File: src/rtl/result_uart_tx.sv
// Frames the 730/850 nm maxima into a 5-byte packet (sync, 3 data bytes, XOR check) sent as async serial, LSB first.
// Start bit appears the cycle after an accepted load; load is ignored while busy, and done overlaps the last stop cycle.
module result_uart_tx #(
  parameter int unsigned CLKS_PER_BIT = 434,
  parameter int unsigned STOP_BITS    = 1,
  parameter logic [7:0]  SYNC_BYTE    = 8'hA5
) (
  input  logic        clk,
  input  logic        rst_n,
  input  logic        load,
  input  logic [11:0] max730,
  input  logic [11:0] max850,
  output logic        tx,
  output logic        busy,
  output logic        done
);

  localparam int unsigned   CW          = (CLKS_PER_BIT > 1) ? $clog2(CLKS_PER_BIT) : 1;
  localparam logic [CW-1:0] BAUD_LAST   = CW'(CLKS_PER_BIT - 1);
  localparam logic [CW-1:0] BAUD_PENULT = CW'(CLKS_PER_BIT - 2);
  localparam logic          STOP_LAST   = (STOP_BITS == 2);
  localparam logic [2:0]    BYTE_LAST   = 3'd4;

  typedef enum logic [1:0] {IDLE, START, DATA, STOP} state_t;

  state_t        state;
  logic [CW-1:0] baud_cnt;
  logic [2:0]    bit_idx;
  logic [2:0]    byte_idx;
  logic          stop_cnt;
  logic [11:0]   lat730;
  logic [11:0]   lat850;
  logic [7:0]    cur_byte;
  logic          baud_end;

  always_comb begin
    cur_byte = SYNC_BYTE;
    case (byte_idx)
      3'd1:    cur_byte = lat730[11:4];
      3'd2:    cur_byte = {lat730[3:0], lat850[11:8]};
      3'd3:    cur_byte = lat850[7:0];
      3'd4:    cur_byte = lat730[11:4] ^ {lat730[3:0], lat850[11:8]} ^ lat850[7:0];
      default: cur_byte = SYNC_BYTE;
    endcase
  end

  assign baud_end = (baud_cnt == BAUD_LAST);

  always_ff @(posedge clk) begin
    if (!rst_n) begin
      state    <= IDLE;
      baud_cnt <= '0;
      bit_idx  <= '0;
      byte_idx <= '0;
      stop_cnt <= 1'b0;
      lat730   <= '0;
      lat850   <= '0;
      tx       <= 1'b1;
      busy     <= 1'b0;
      done     <= 1'b0;
    end else begin
      done <= 1'b0;
      case (state)
        IDLE: begin
          tx   <= 1'b1;
          busy <= 1'b0;
          if (load) begin
            lat730   <= max730;
            lat850   <= max850;
            state    <= START;
            tx       <= 1'b0;
            busy     <= 1'b1;
            baud_cnt <= '0;
            bit_idx  <= '0;
            byte_idx <= '0;
            stop_cnt <= 1'b0;
          end
        end

        START: begin
          if (baud_end) begin
            baud_cnt <= '0;
            bit_idx  <= '0;
            tx       <= cur_byte[0];
            state    <= DATA;
          end else begin
            baud_cnt <= baud_cnt + 1'b1;
          end
        end

        DATA: begin
          if (baud_end) begin
            baud_cnt <= '0;
            if (bit_idx == 3'd7) begin
              state    <= STOP;
              tx       <= 1'b1;
              stop_cnt <= 1'b0;
            end else begin
              bit_idx <= bit_idx + 3'd1;
              tx      <= cur_byte[bit_idx + 3'd1];
            end
          end else begin
            baud_cnt <= baud_cnt + 1'b1;
          end
        end

        STOP: begin
          // Leave one cycle early so done/busy=0 land on the final stop cycle,
          // letting a load in that cycle start the next packet with no gap.
          if (byte_idx == BYTE_LAST && stop_cnt == STOP_LAST && baud_cnt == BAUD_PENULT) begin
            state    <= IDLE;
            busy     <= 1'b0;
            done     <= 1'b1;
            baud_cnt <= '0;
            byte_idx <= '0;
            stop_cnt <= 1'b0;
          end else if (baud_end) begin
            baud_cnt <= '0;
            if (stop_cnt == STOP_LAST) begin
              stop_cnt <= 1'b0;
              byte_idx <= byte_idx + 3'd1;
              state    <= START;
              tx       <= 1'b0;
            end else begin
              stop_cnt <= 1'b1;
            end
          end else begin
            baud_cnt <= baud_cnt + 1'b1;
          end
        end

        default: begin
          state <= IDLE;
          tx    <= 1'b1;
          busy  <= 1'b0;
        end
      endcase
    end
  end

endmodule

File: config.mk
export PLATFORM = sky130hd
export DESIGN_NAME = result_uart_tx
export DESIGN_NICKNAME = d
export VERILOG_FILES = /design/src/rtl/result_uart_tx.sv
export SDC_FILE = /design/constraint.sdc
export NUM_CORES = 1
export LEC_CHECK = 0
export BUFFER_PORTS_ARGS = -buffer_cell sky130_fd_sc_hd__buf_2
export CAP_MARGIN = 25
export CELL_PAD_IN_SITES_DETAIL_PLACEMENT = 1
export CELL_PAD_IN_SITES_GLOBAL_PLACEMENT = 1
export CORE_UTILIZATION = 47
export DETAILED_ROUTE_END_ITERATION = 8
export PLACE_DENSITY_LB_ADDON = 0.1
export SLEW_MARGIN = 10
export SYNTH_ARGS = -nofsm -noshare
export SYNTH_HDL_FRONTEND = slang
export SYNTH_SLANG_ARGS = --single-unit
File: constraint.sdc
create_clock -name clk -period 5.7 [get_ports clk]
set_input_delay 0.285 -clock clk [delete_from_list [all_inputs] [get_ports clk]]
set_output_delay 0.285 -clock clk [all_outputs]
set_load 0.05 [all_outputs]
After elaboration in Yosys (flattened, before gate mapping)
Index checks and enable logic that the tools add are counted.
- bits of input ports: 27
- register bits: 45
- output and inout bits: 3
- word-level logic and storage cells: 96
- bitwise operators: 3
- magnitude comparators: 1
- add/sub/neg operators: 3
- mux-type cells: 43
- equality and inequality tests: 21
- reduce and logical (&&, ||, !) cells: 15
- operators with widths (kind ; count):
    $pmux W8 S4 ; 1
    $mux W9 ; 3
    $pmux W9 S3 ; 1
    $mux W3 ; 7
    $eq A9 B9 Y1 const B ; 2
    $ne A2 B2 Y1 const B ; 9
    $mux W1 ; 17
    $xor A8 B8 Y8 ; 2
    $reduce_and A5 Y1 ; 3
    $mux W2 ; 7
    $add A9 B1 Y9 const B ; 1
    $pmux W3 S3 ; 1
    $pmux W2 S4 ; 1
    $add A3 B1 Y3 const B ; 2
    $eq A3 B2 Y1 const B ; 2
    $eq A3 B3 Y1 const B ; 2
    $ne A3 B3 Y1 const B ; 2
    $pmux W3 S2 ; 1
    $reduce_and A2 Y1 ; 3
    $reduce_and A6 Y1 ; 1
    $reduce_bool A3 Y1 ; 2
    $eq A2 B2 Y1 const B ; 2
    $lt A3 B4 Y1 const B ; 1
    $pmux W1 S4 ; 1
    other kinds (11) ; 12

Depth between registers and ports, before layout
- word-level depth: 8
- gate-level depth with buffers: 9

Worst setup path before layout
Ideal clock, no wire load.
- kind: reg2reg
- start point: register byte_idx[0]
- end point: register tx
- arrival time: 1.963 ns
- data required time: 5.576 ns
- cell stages (with the launch flop): 10
- slack: 3.613 ns
- period minus slack after synthesis: 2.087 ns
- cell sequence: dfxtp_1 inv_1 ha_1 nor2b_1 buf_6 o21bai_1 a2111o_1 or2_1 a311oi_1 o31ai_1
- word-level cells in the longest chain between the ends: 7
- ends and longest elaborated chain (what ; line ; text):
    start: declaration ; 29 ; logic [2:0] byte_idx;
    start signal: assignment ; 121 ; byte_idx <= byte_idx + 3'd1;
    $eq A3 B3 Y1 (tied with other cells) ; 38, 110 ;
    $pmux W8 S4 ; 38 ; case (byte_idx)
    $bmux W1 S3 ; 100 ; tx <= cur_byte[bit_idx + 3'd1];
    $mux W1 (not written as such) ; 100 ;
    $mux W1 ; 94 ; if (bit_idx == 3'd7) begin
    $mux W1 ; 92 ; if (baud_end) begin
    $pmux W1 S4 ; 63 ; case (state)
    end signal: assignment ; 84 ; tx <= cur_byte[0];
    end signal: assignment ; 100 ;
    end: declaration ; 13 ; output logic tx,
Parallel ways exist; a longest one is shown, timed or not. The select of a mux whose other input is x is not followed.
A chain may end at the register's enable or synchronous reset.

Worst setup path after layout
Same ends and word-level chain as after synthesis.

==> impl_summary.txt <==
----------------------------------------------------
[Run status]
  Result of the run ... finished, final reports clean

[CTS]
  Clk sink count ... 44
  Number of buffers created by CTS ... 5
  Clock transition at the registers of the reported paths ... 80 ps
  Total of hold buffers inserted after clock tree synthesis ... 0
  Master cell of the clock root buffer ... clkbuf_8
  Buffers from clock root to sink, at most ... 2
  TritonCTS clock tree ... built
  H-tree level count ... 2
  Post-CTS Setup Bufs ... 0
  Post-cts resize count ... 0
  Clock latency on the worst-skew pair ... 300 ps

[Setup path]
  Largest stage delay, worst path ... 440 ps
  Worst Path Max Fanout ... 8
  Type of destination of the critical path ... flip-flop
  Setup slack on the worst flop-to-flop path ... 3390 ps
  Crit path buffers/inverters ... 1
  Worst Path Class, Setup ... flip-flop to flip-flop
  Cells along the critical path ... inv_1 -> ha_1 -> nor2b_1 -> o21bai_1 -> a2111o_1 -> or2_1 -> a311oi_1 -> o31ai_1
  Cell class contributing the biggest share of worst-path delay ... compound AO/OA/AOI/OAI gates
  Nature of the critical path startpoint ... flip-flop
  Slowest library cell on the worst path ... a2111o_1
  Endpoint arrival time on the critical path ... 2490 ps
  Required time at the endpoint of the critical path ... 5880 ps

[Power and ir drop]
  Cell Int Power ... 0.595 mW
  Net switching power of the design ... 0.360 mW
  Fraction of power spent switching nets ... 37.7%
  Maximum vdd drop ... 0.000201 V
  Clock network fraction of design power ... 21.8%
  Combinational share of power ... 36.5%
  Power per standard cell area ... 343 nW/um^2
  Power Total ... 0.956 mW
  Portion of total power attributed to sequential cells ... 41.7%
  Leakage power ... 1.05 nW

[Synth]
  Synth area leaders ... dfxtp_1 (35%), nand2_1 (10%), a21boi_0 (8.9%)
  Post-synthesis average cell area ... 8.23 sq um
  Syn_nets ... 351
  Share of synthesized flip-flops with an asynchronous set or reset ... 0%
  Number of storage elements in the synthesis netlist ... 44
  Count of flip-flops with a built-in enable after synthesis ... 0
  Number of warnings reported in the yosys synthesis log ... 0
  Yosys cell types ... 50
  Cell type with the highest aggregate area in the netlist ... dfxtp_1
  Share of the synthesized area in the top cell type ... 34.6%
  Post-Synthesis Cell Area ... 2540 sq um
  Post-synthesis cell count ... 309
  Sequential element share of the synthesized area ... 34.6%
  Primary FF master, synth ... dfxtp_1

[Floorplan]
  Total core area ... 5170 sq um
  Number of primary I/O pins ... 30
  Die height ... 75.6 microns
  Die footprint ... 5710 sq um
  Site Rows ... 26
  Initial Utilization ... 49.2%
  Die outline width ... 75.6 microns

[STA]
  Setup repair after global routing missed its margin ... false
  F_max ... 432 MHz
  Number of hold violations in the final report ... 0
  Total Neg Setup Slack ... 0 ps
  Relative max-transition margin ... 33.9%
  Slew at the pin closest to its max-slew limit ... 991 ps
  Final setup violation count ... 0
  Final Slew Violations ... 0
  Min Clock Period, post-route ... 2310 ps
  Fraction of the cycle the final worst path needs ... 40.6%
  Fin Clk Skew ... 7.73 ps

[Layout]
  Total number of nets in the final design ... 371
  # diodes ... 0
  Fill count ... 659
  Most common library cell in the layout ignoring fill and taps ... nand2_1
  Area delta synth->final ... 9.40%
  Commonest cells after routing, fill and taps aside ... nand2_1 (71), dfxtp_1 (44), a21boi_0 (30)
  Fraction of final layout cells sized beyond drive strength 1 ... 13.4%

[Placed design]
  Routability congestion estimate from global placement ... 0.834
  # port buffers ... 29
  DP Wirelength ... 4360 microns

[Global route]
  Vias in the first global route ... 2046
  Initial antenna violation count ... 0
  Gr ovfl total ... 0
  Largest net degree at the start of global routing ... 40
  Global routing usage summed across all routing layers ... 22.8%
  Global-route wire length before repair ... 9700 microns

[Route]
  DRT Wirelength ... 6000 microns
  Number of DRC markers after the initial detailed-route iteration ... 88
  Mean number of vias per cell ... 5.41
  Overall via count from detail_route ... 2158
  Routed WL per cell ... 15.0 microns
  DR pass1 iterations ... 4
  DRC violations left ... 0
  Antenna-violating nets left ... 0

[Job]
  Max-cap violation count ... 0

[Hold path]
  Class of the tightest hold or removal check ... primary input to flip-flop

----------------------------------------------------
-- Yosys cell counts (3+ instances only) --
library cell and number:
xnor2_1 13, inv_1 10, and2_1 6, nor2_1 14
nand2b_1 3, a21boi_0 30, nor3_1 3, a21oi_1 8
ha_1 15, clkbuf_1 11, a221oi_1 3, nor2b_1 9
o21ai_0 7, dfxtp_1 44, nand4_1 4, nand2_1 71
xor2_1 7, nand3_1 6, nor3b_1 4
-- worst reg2reg max path: stages (launching register included) --
cell,delay [ps]
dfxtp_1,430
inv_1,90
ha_1,210
nor2b_1,220
o21bai_1,210
a2111o_1,440
or2_1,210
a311oi_1,280
o31ai_1,110
-- cells by family (layout without fill, tap and decap cells) --
logic type               Yosys count  count (layout)  share of synthesized area [%]
AO/OA/AOI/OAI                     72              72                           21.1
XOR/XNOR                          20              20                           6.89
adder cells (fa/ha/maj)           15              15                           7.38
buffers and inverters             26              46                           5.02
flip-flops                        44              44                           34.6
multiplexers                       2               2                          0.787
AND/OR/NAND/NOR                  130             130                           24.2
-- path summary, 6_finish.rpt --
check,from,to,depth (start not counted)
worst max-delay path,byte_idx[0],tx,8
worst min-delay path,max730[8],lat730[8],3
worst max register to register,byte_idx[0],tx,8
worst min register to register,lat730[7],lat730[7],2
-- power by group through the flow --
stage	Sequential (mW)	Combinational, mW	Clock, mW
3_5_place_dp	0.405	0.348	0
6_report	0.399	0.348	0.208
5_1_grt	0.404	0.395	0.227
4_1_cts	0.398	0.352	0.214
2_1_floorplan	0.406	0.268	0
3_3_place_gp	0.403	0.341	0
-- per-layer routing --
layer / track usage (%) / wire, microns / vias to the layer above
met2: 35.6 / 2600 / 37
li1: - / - / 1092
met4: 6.79 / 74 / 0
met3: 4.37 / 193 / 8
met1: 31.8 / 3130 / 1021
met5: 0 / 0 / -
-- through the flow --
step	hold WS (ps)	util [%]	cells	instance area [sq um]	worst slack [ps]
3_5_place_dp	478	51.9	392	2690	3470
5_1_grt	229	53.8	399	2780	3230
4_1_cts	228	53.8	399	2780	3430
3_3_place_gp	462	51.9	392	2690	3550
6_report	228	53.8	399	2780	3390
2_1_floorplan	430	-	309	2540	3610
-- layout make-up --
class / count / area [sq um] / area share, %
repair buffers: 29 / 145 / 5.22
clock buffers: 7 / 96.3 / 3.46
inverters: 10 / 37.5 / 1.35
well taps: 70 / 87.6 / 3.15
flip-flops and latches: 44 / 881 / 31.7
multi-input cells: 239 / 1540 / 55.2
-- state kept, by name (all words and copies together) (netlist names), 2 cells and up --
name,cells
byte_idx,3
state,2
bit_idx,3
baud_cnt,9
lat730,12
lat850,12
No activity file was read; power rests on OpenSTA's default activity.
